[src/rtl/flash_seq_pkg.sv]
// flash_seq_pkg: opcodes, request/state enums and the drive-field bank type for the flash sequencer
package flash_seq_pkg;
  localparam logic [7:0] CMD_READ  = 8'h03;
  localparam logic [7:0] CMD_PROG  = 8'h02;
  localparam logic [7:0] CMD_ERASE = 8'h20;
  localparam logic [7:0] CMD_WREN  = 8'h06;
  localparam logic [7:0] CMD_RDSR  = 8'h05;
  localparam logic [1:0] DM_NONE   = 2'b00;
  localparam logic [1:0] DM_SINGLE = 2'b01;
  typedef enum logic [1:0] {OP_READ = 2'b00, OP_PROG = 2'b01, OP_ERASE = 2'b10, OP_RSVD = 2'b11} req_op_e;
  typedef enum logic [3:0] {IDLE, WREN, WREN_WAIT, OP, OP_WAIT, POLL, POLL_WAIT, POLL_RX, DONE} state_e;
  typedef struct packed {
    logic [7:0]  cmd;
    logic [1:0]  data_mode;
    logic        rd_wr;
    logic [7:0]  data_count;
    logic        has_addr;
    logic [23:0] addr;
  } drive_t;
  localparam drive_t WREN_DRV = '{cmd: CMD_WREN, data_mode: DM_NONE, rd_wr: 1'b0, data_count: 8'd0, has_addr: 1'b0, addr: 24'd0};
  localparam drive_t POLL_DRV = '{cmd: CMD_RDSR, data_mode: DM_SINGLE, rd_wr: 1'b1, data_count: 8'd0, has_addr: 1'b0, addr: 24'd0};
  function automatic drive_t op_drive(req_op_e op, logic [23:0] addr, logic [7:0] len);
    return '{cmd: op == OP_READ ? CMD_READ : op == OP_PROG ? CMD_PROG : CMD_ERASE,
             data_mode: op == OP_ERASE ? DM_NONE : DM_SINGLE,
             rd_wr: op == OP_READ,
             data_count: op == OP_ERASE ? 8'd0 : len,
             has_addr: 1'b1,
             addr: addr};
  endfunction
endpackage

[src/rtl/flash_cmd_sequencer_if.sv]
// flash_cmd_sequencer_if: request handshake and completion status of the flash sequencer
interface flash_cmd_sequencer_if;
  logic        req_valid_i;
  logic        req_ready_o;
  logic [1:0]  req_op_i;
  logic [23:0] req_addr_i;
  logic [7:0]  req_len_i;
  logic        done_o;
  logic        err_o;
  logic        busy_o;
  modport slave (input req_valid_i, req_op_i, req_addr_i, req_len_i, output req_ready_o, done_o, err_o, busy_o);
  modport master (output req_valid_i, req_op_i, req_addr_i, req_len_i, input req_ready_o, done_o, err_o, busy_o);
endinterface

[src/rtl/flash_cmd_sequencer.sv]
// flash_cmd_sequencer: turns read/program/erase requests into SPI wrapper commands with WREN and WIP polling
module flash_cmd_sequencer
  import flash_seq_pkg::*;
#(
  parameter logic [23:0] POLL_TIMEOUT = 24'd1_000_000,
  parameter logic [5:0]  PRESCALER    = 6'd2
) (
  input  logic                    clk,
  input  logic                    rstn,
  flash_cmd_sequencer_if.slave    req,
  output logic [7:0]              command_o,
  output logic [1:0]              data_mode_o,
  output logic                    rd_wr_o,
  output logic [4:0]              dummy_cycle_o,
  output logic [7:0]              data_count_o,
  output logic                    has_addr_o,
  output logic [23:0]             addr_o,
  output logic [5:0]              prescaler_o,
  output logic                    start_o,
  output logic                    clr_status_o,
  input  logic                    status_i,
  input  logic [31:0]             data_rx_i,
  input  logic                    data_rx_valid_i,
  output logic                    data_rx_ready_o
);
  state_e      state_q, state_d;
  req_op_e     op_q, op_d;
  logic [23:0] addr_q, addr_d, timer_q, timer_d;
  logic [7:0]  len_q, len_d;
  drive_t      drv_q, drv_d;
  logic        start_q, done_q, err_q, err_d, rx_ready_q;
  logic        issue_d, timeout, page_cross, unused_rx;

  assign timeout    = {1'b0, timer_q} + 25'd1 >= {1'b0, POLL_TIMEOUT};
  assign page_cross = {1'b0, req.req_addr_i[7:0]} + {1'b0, req.req_len_i} > 9'd255;
  assign issue_d    = state_d inside {WREN, OP, POLL};
  assign unused_rx  = ^data_rx_i[31:1];

  always_comb begin
    state_d = state_q;
    op_d    = op_q;
    addr_d  = addr_q;
    len_d   = len_q;
    timer_d = timer_q;
    err_d   = 1'b0;
    case (state_q)
      IDLE: if (req.req_valid_i) begin
        op_d   = req_op_e'(req.req_op_i);
        addr_d = req.req_addr_i;
        len_d  = req.req_len_i;
        err_d  = op_d == OP_RSVD || (op_d == OP_PROG && page_cross);
        state_d = err_d ? DONE : op_d == OP_READ ? OP : WREN;
      end
      WREN:      state_d = WREN_WAIT;
      WREN_WAIT: if (status_i) state_d = OP;
      OP:        state_d = OP_WAIT;
      OP_WAIT: if (status_i) begin
        state_d = op_q == OP_READ ? DONE : POLL;
        timer_d = '0;
      end
      POLL:      state_d = POLL_WAIT;
      POLL_WAIT: if (status_i) state_d = POLL_RX;
      POLL_RX:   if (data_rx_valid_i) state_d = data_rx_i[0] ? POLL : DONE;
      DONE:      state_d = IDLE;
      default:   state_d = IDLE;
    endcase
    // timeout overrides whatever poll sub-state we are in
    if (state_q inside {POLL, POLL_WAIT, POLL_RX}) begin
      timer_d = timer_q + 24'd1;
      if (timeout) begin
        state_d = DONE;
        err_d   = 1'b1;
      end
    end
    drv_d = state_d == WREN ? WREN_DRV : state_d == OP ? op_drive(op_d, addr_d, len_d) : state_d == POLL ? POLL_DRV : drv_q;
  end

  always_ff @(posedge clk or negedge rstn) begin
    if (!rstn) begin
      state_q    <= IDLE;
      op_q       <= OP_READ;
      addr_q     <= '0;
      len_q      <= '0;
      timer_q    <= '0;
      drv_q      <= '0;
      start_q    <= 1'b0;
      done_q     <= 1'b0;
      err_q      <= 1'b0;
      rx_ready_q <= 1'b0;
    end else begin
      state_q    <= state_d;
      op_q       <= op_d;
      addr_q     <= addr_d;
      len_q      <= len_d;
      timer_q    <= timer_d;
      drv_q      <= drv_d;
      start_q    <= issue_d;
      done_q     <= state_d == DONE;
      err_q      <= err_d;
      rx_ready_q <= state_d == POLL_RX;
    end
  end

  assign req.req_ready_o = state_q == IDLE;
  assign req.busy_o      = state_q != IDLE;
  assign req.done_o      = done_q;
  assign req.err_o       = err_q;
  assign command_o       = drv_q.cmd;
  assign data_mode_o     = drv_q.data_mode;
  assign rd_wr_o         = drv_q.rd_wr;
  assign data_count_o    = drv_q.data_count;
  assign has_addr_o      = drv_q.has_addr;
  assign addr_o          = drv_q.addr;
  assign dummy_cycle_o   = '0;
  assign prescaler_o     = PRESCALER;
  assign start_o         = start_q;
  assign clr_status_o    = start_q;
  assign data_rx_ready_o = rx_ready_q;
endmodule

[src/flat_wrapper.sv]
// flat-port wrapper written by rule: the top's interface ports become plain ports
module flash_cmd_sequencer_flat import flash_seq_pkg::*;
#(
  parameter logic [23:0] POLL_TIMEOUT = 24'd1_000_000,
  parameter logic [5:0]  PRESCALER    = 6'd2
)
  (clk, rstn, command_o, data_mode_o, rd_wr_o, dummy_cycle_o, data_count_o, has_addr_o, addr_o, prescaler_o, start_o, clr_status_o, status_i, data_rx_i, data_rx_valid_i, data_rx_ready_o, req_req_valid_i, req_req_op_i, req_req_addr_i, req_req_len_i, req_req_ready_o, req_done_o, req_err_o, req_busy_o);
  flash_cmd_sequencer_if req_i ();
  input  logic clk;
  input  logic rstn;
  output logic [7:0] command_o;
  output logic [1:0] data_mode_o;
  output logic rd_wr_o;
  output logic [4:0] dummy_cycle_o;
  output logic [7:0] data_count_o;
  output logic has_addr_o;
  output logic [23:0] addr_o;
  output logic [5:0] prescaler_o;
  output logic start_o;
  output logic clr_status_o;
  input  logic status_i;
  input  logic [31:0] data_rx_i;
  input  logic data_rx_valid_i;
  output logic data_rx_ready_o;
  input wire logic [$bits(req_i.req_valid_i)-1:0] req_req_valid_i;
  input wire logic [$bits(req_i.req_op_i)-1:0] req_req_op_i;
  input wire logic [$bits(req_i.req_addr_i)-1:0] req_req_addr_i;
  input wire logic [$bits(req_i.req_len_i)-1:0] req_req_len_i;
  output wire logic [$bits(req_i.req_ready_o)-1:0] req_req_ready_o;
  output wire logic [$bits(req_i.done_o)-1:0] req_done_o;
  output wire logic [$bits(req_i.err_o)-1:0] req_err_o;
  output wire logic [$bits(req_i.busy_o)-1:0] req_busy_o;
  assign req_i.req_valid_i = req_req_valid_i;
  assign req_i.req_op_i = req_req_op_i;
  assign req_i.req_addr_i = req_req_addr_i;
  assign req_i.req_len_i = req_req_len_i;
  assign req_req_ready_o = req_i.req_ready_o;
  assign req_done_o = req_i.done_o;
  assign req_err_o = req_i.err_o;
  assign req_busy_o = req_i.busy_o;
  flash_cmd_sequencer #(.POLL_TIMEOUT(POLL_TIMEOUT), .PRESCALER(PRESCALER)) u_core (.clk(clk), .rstn(rstn), .req(req_i), .command_o(command_o), .data_mode_o(data_mode_o), .rd_wr_o(rd_wr_o), .dummy_cycle_o(dummy_cycle_o), .data_count_o(data_count_o), .has_addr_o(has_addr_o), .addr_o(addr_o), .prescaler_o(prescaler_o), .start_o(start_o), .clr_status_o(clr_status_o), .status_i(status_i), .data_rx_i(data_rx_i), .data_rx_valid_i(data_rx_valid_i), .data_rx_ready_o(data_rx_ready_o));
endmodule
[config.mk]
export PLATFORM = sky130hd
export DESIGN_NAME = flash_cmd_sequencer_flat
export DESIGN_NICKNAME = d
export VERILOG_FILES = /design/src/rtl/flash_seq_pkg.sv /design/src/rtl/flash_cmd_sequencer_if.sv /design/src/rtl/flash_cmd_sequencer.sv /design/src/flat_wrapper.sv
export SDC_FILE = /design/constraint.sdc
export NUM_CORES = 1
export LEC_CHECK = 0
export ABC_AREA = 1
export BUFFER_PORTS_ARGS = -buffer_cell sky130_fd_sc_hd__buf_2
export CAP_MARGIN = 20
export CORE_AREA = 2 2 137 139
export CTS_CLUSTER_DIAMETER = 60
export DETAILED_ROUTE_END_ITERATION = 12
export DIE_AREA = 0 0 139 141
export GPL_TIMING_DRIVEN = 1
export PLACE_DENSITY = 0.6
export SLEW_MARGIN = 20
export SYNTH_ARGS = -nofsm -noshare
export SYNTH_HDL_FRONTEND = slang
export SYNTH_SLANG_ARGS = --single-unit
[constraint.sdc]
create_clock -name clk -period 3 [get_ports clk]
set_input_delay 0.6 -clock clk [delete_from_list [all_inputs] [get_ports clk]]
set_output_delay 0.6 -clock clk [all_outputs]
set_load 0.005 [all_outputs]
==> results <==
- The TritonCTS sink count is 104.
- The die footprint is 0.0196 mm².
- The worst-skew pair later-pin latency is 0.35 ns.
- 133 I/O pins were placed.
- By count the netlist is led by sky130_fd_sc_hd__nand2_1, sky130_fd_sc_hd__dfrtp_1, sky130_fd_sc_hd__inv_1, sky130_fd_sc_hd__nand3_1, sky130_fd_sc_hd__nor2_1.
- The design draws 5.78 mW.
- The clock tree from TritonCTS is yes.
- The finished layout holds 985 standard cells, fillers aside.
- For this design the ratio of total power to cell area is 927 mW/mm².
- The detailed router used layers up to and including met5.
- Global routing finished with a remaining overflow of 0.
- Entering global routing, the biggest net connects 55 pins.
- The top fanout value on the critical path is 17.
- The worst ir drop on vdd is 0.000467 V.
- The number of placement rows is 50.
- The number of enable flip-flop cells after synthesis is 0.
- In this run the cell area measured after placement is 0.00596 mm².
- The final critical path takes up 91.6% of the cycle.
- STA puts the critical path data arrival time at 2.99 ns.
- Setup violations remaining at the end of the flow were counted as 0.
- The cell leakage power is 3.27 nW.
- The placed instance count is 970.
- The number of buffers added to fix hold violations after cts is 0.
- For this run, the register share of the synthesized area comes to 49.0%.
- Between clock sinks in the finished design, the worst skew comes to 0.0109 ns.
- For the pin with the worst max-slew slack, the measured transition is 0.698 ns.
- The run finished with clean final reports.
- The tool flagged a number of max-cap violations equal to 0.
- The met3 wire length is 929 µm.
- At the end of routability-driven placement, the weighted congestion stood at 0.854.
- The number of detailed-routing iterations run before antenna repair is 5.
- The worst max-slew margin expressed relative to the limit is 53.3%.
- A synthesized cell averages 8.03 µm².
- Tracing the worst setup path back leads to its startpoint at u_core.timer_q[0].
- The count of input and output buffers is 85.
- CTS built an H-tree with a depth of 3.
- The category of the critical setup timing path is reg -> reg.
- The slack of the worst reg-to-reg path is 0.25 ns.
- In the final routed layout, each cell accounts on average for 13.2 µm.
- The most numerous cell in the Yosys netlist is sky130_fd_sc_hd__nand2_1.
- The critical path goes through ha_1, nand2_2, nor2_4, nand3_1, nor2_1, nand2_1, xor2_1, nand2_1, nor2_4, nand2_2, nand2_2, nand2_4, nor2_8, nand2_4, buf_4, nand3_1, nand2_1.
- Yosys printed 0 warnings.
- sky130_fd_sc_hd__dfrtp_1 takes more of the synthesized area than any other cell.
- Setup total negative slack on the finished layout was measured at 0 ns.
- The met2 wire length is 5.95 mm.
- The detailed router finished its first iteration with 213 violations.
- The final layout contains routed wiring with a total length of 13.0 mm.
- The post-route netlist has 20.9% of its cells at a drive strength greater than 1.
- The wire length of the first global-routing pass is 21.7 mm.
- The slowest stage of the critical path is the sky130_fd_sc_hd__dfrtp_2 cell.
- The die boundary height is 141 µm.
- The core area is 0.0183 mm².
- The number of CTS-inserted buffers is 9.
- The required time of the critical path is 3.25 ns.
- The total stage count of the critical path is 17.
- After detailed routing, the number of remaining DRC violations is 0.
- The initial antenna violation count came to 1.
- In the routed layout, each cell is associated on average with a via count of 4.50.
- The count of endpoints failing hold in the final timing report is 0.
- For this run, the post-layout net count is 827.
- The number of diodes is 0.
- The starting density of the core is 29.1%.
- In the global route stage, overall resource usage came out at 13.6%.
- The post-synthesis instance area is 0.00531 mm².
- On the worst path, the slowest cell contributes a delay of 0.42 ns.
- The area growth from synthesis to layout is 17.2%.
- The total number of vias is 4436.
- The design area is 0.00623 mm².
- Detailed placement ended at an HPWL of 9.20 mm.
- The die width is 139 µm.
- The final number of max-transition violations is 0.
- The worst register-to-register path ends at u_core.data_mode_o[0].
- The number of global-route vias before repair is 4287.
- The clock passes through at most 2 buffers.
- Following the worst setup path forward leads to its endpoint at u_core.data_mode_o[0].
- The post-synthesis register bit count is 104.
- The maximum frequency from static timing analysis is 0.364 GHz.
- Grouping stages by cell kind, the critical path spends the most delay in simple AND/OR/NAND/NOR gates.
- Ranked by total cell area, the synthesized netlist is headed by sky130_fd_sc_hd__dfrtp_1, sky130_fd_sc_hd__nand2_1, sky130_fd_sc_hd__nand3_1, sky130_fd_sc_hd__inv_1, sky130_fd_sc_hd__buf_4.
- After clock tree synthesis, the setup repair step added 0 buffers.
- The count of buffer and inverter cells on the critical path is 1.
- The number of antenna-violating nets in the routed design is 0.
- Subtracting the final worst setup slack from the clock period gives 2.75 ns.
- The sort of element at the end of the critical path is a flip-flop.
- The most used flip-flop cell after synthesis is sky130_fd_sc_hd__dfrtp_1.
- The worst hold path belongs to the class in -> async.
- The startpoint type of the worst setup path is a flip-flop.
- The unique cell type count in the Yosys netlist is 41.
- For this run, asynchronously set or reset flops after synthesis account for 100%.
- The area share of the largest cell type after synthesis is 49.0%.
- In the final routing, the length of wire on met1 measures 6.01 mm.
- Setup repair after global routing left no endpoint under its margin.
- The critical register-to-register path startpoint is u_core.timer_q[0].
- Clock-pin slew was measured on the worst setup and hold paths at 0.08 ns.
- The cell at the root of the clock tree is sky130_fd_sc_hd__clkbuf_16.
- For the worst flop-to-flop path, the logic depth is 17.
- Counting every instance in the synthesized netlist gives 662.
[sequential cells by signal, indices dropped and copies added (netlist names)]
signal                  cells
u_core.data_mode_o          1
u_core.op_q                 2
u_core.data_rx_ready_o      1
u_core.len_q                8
u_core.timer_q             24
u_core.state_q              4
u_core.req.done_o           1
u_core.addr_o              24
u_core.req.err_o            1
u_core.data_count_o         8
u_core.clr_status_o         1
u_core.has_addr_o           1
u_core.command_o            4
u_core.addr_q              24
[where the power goes]
group          leakage [nW]  internal [mW]  switching, mW  total (mW)
Clock                 0.130          0.565          0.538        1.10
Sequential             1.34           1.95          0.300        2.25
Combinational          1.80          0.874           1.55        2.43
Total                  3.27           3.38           2.39        5.78
[worst min path at each step]
stage                           to  slack, ns
5_1_grt           u_core.req.err_o       0.34
4_1_cts           u_core.req.err_o       0.31
6_report          u_core.req.err_o       0.29
2_1_floorplan     u_core.addr_o[0]       0.30
3_3_place_gp   u_core.command_o[2]       0.45
3_5_place_dp   u_core.command_o[2]       0.46
[per-layer routing]
layer	vias to the layer above	GRT usage, %
met2	99	22.1
li1	2230	-
met5	-	0
met4	2	2.71
met1	2095	17.9
met3	10	4.55
[area by class of cell]
class / count / area [µm²]
clock buffers: 11 / 233
clock inverters: 4 / 31.3
repair buffers: 100 / 566
flip-flops and latches: 104 / 2600
fillers: 1975 / 12000
inverters: 64 / 248
multi-input cells: 468 / 2250
well taps: 234 / 293
[logic make-up (layout without fill, tap and decap cells)]
logic type / after synthesis / count (layout) / share of synthesized area, %
compound gates: 58 / 58 / 6.33
xor+xnor: 4 / 4 / 0.659
fa+ha+maj: 9 / 9 / 2.26
buf+inv: 104 / 179 / 9.58
flops: 104 / 104 / 49.0
other cells: 2 / 16 / 0.141
simple gates: 381 / 381 / 32.0
[metrics by stage]
step	utilization, %	setup WS [ns]	hold slack, ns
2_1_floorplan	-	0.662	0.304
3_3_place_gp	32.6	0.0617	0.450
3_5_place_dp	32.6	0.0142	0.461
4_1_cts	34.1	0.113	0.310
5_1_grt	34.1	0.0125	0.337
6_report	34.1	0.252	0.285
[what timing repair did]
item,CTS,global route
resized for setup,0,3
hold endpoints to repair,0,0
endpoints found under the setup margin,0,34
[placed cells by master, fill, tap and decap left out, types with 2 or more instances in the layout]
master / n
sky130_fd_sc_hd__a21oi_1: 7
sky130_fd_sc_hd__a21oi_2: 2
sky130_fd_sc_hd__a31oi_1: 2
sky130_fd_sc_hd__a32o_1: 2
sky130_fd_sc_hd__buf_12: 2
sky130_fd_sc_hd__buf_2: 84
sky130_fd_sc_hd__buf_4: 14
sky130_fd_sc_hd__clkbuf_1: 2
sky130_fd_sc_hd__clkbuf_16: 9
sky130_fd_sc_hd__clkinv_1: 2
sky130_fd_sc_hd__clkinv_4: 2
sky130_fd_sc_hd__conb_1: 16
sky130_fd_sc_hd__dfrtp_1: 103
sky130_fd_sc_hd__ha_1: 8
sky130_fd_sc_hd__inv_1: 59
sky130_fd_sc_hd__inv_2: 2
sky130_fd_sc_hd__nand2_1: 235
sky130_fd_sc_hd__nand2_2: 6
sky130_fd_sc_hd__nand2_4: 2
sky130_fd_sc_hd__nand3_1: 57
sky130_fd_sc_hd__nand3_2: 3
sky130_fd_sc_hd__nand3b_1: 2
sky130_fd_sc_hd__nand4_1: 9
sky130_fd_sc_hd__nor2_1: 36
sky130_fd_sc_hd__nor2_2: 9
sky130_fd_sc_hd__nor2_4: 3
sky130_fd_sc_hd__nor3_1: 3
sky130_fd_sc_hd__nor3_2: 2
sky130_fd_sc_hd__o21a_1: 2
sky130_fd_sc_hd__o21ai_0: 25
sky130_fd_sc_hd__o21ai_1: 3
sky130_fd_sc_hd__o22ai_1: 13
sky130_fd_sc_hd__or2_2: 10
sky130_fd_sc_hd__xor2_1: 4
(Power assumes the default switching activity.)
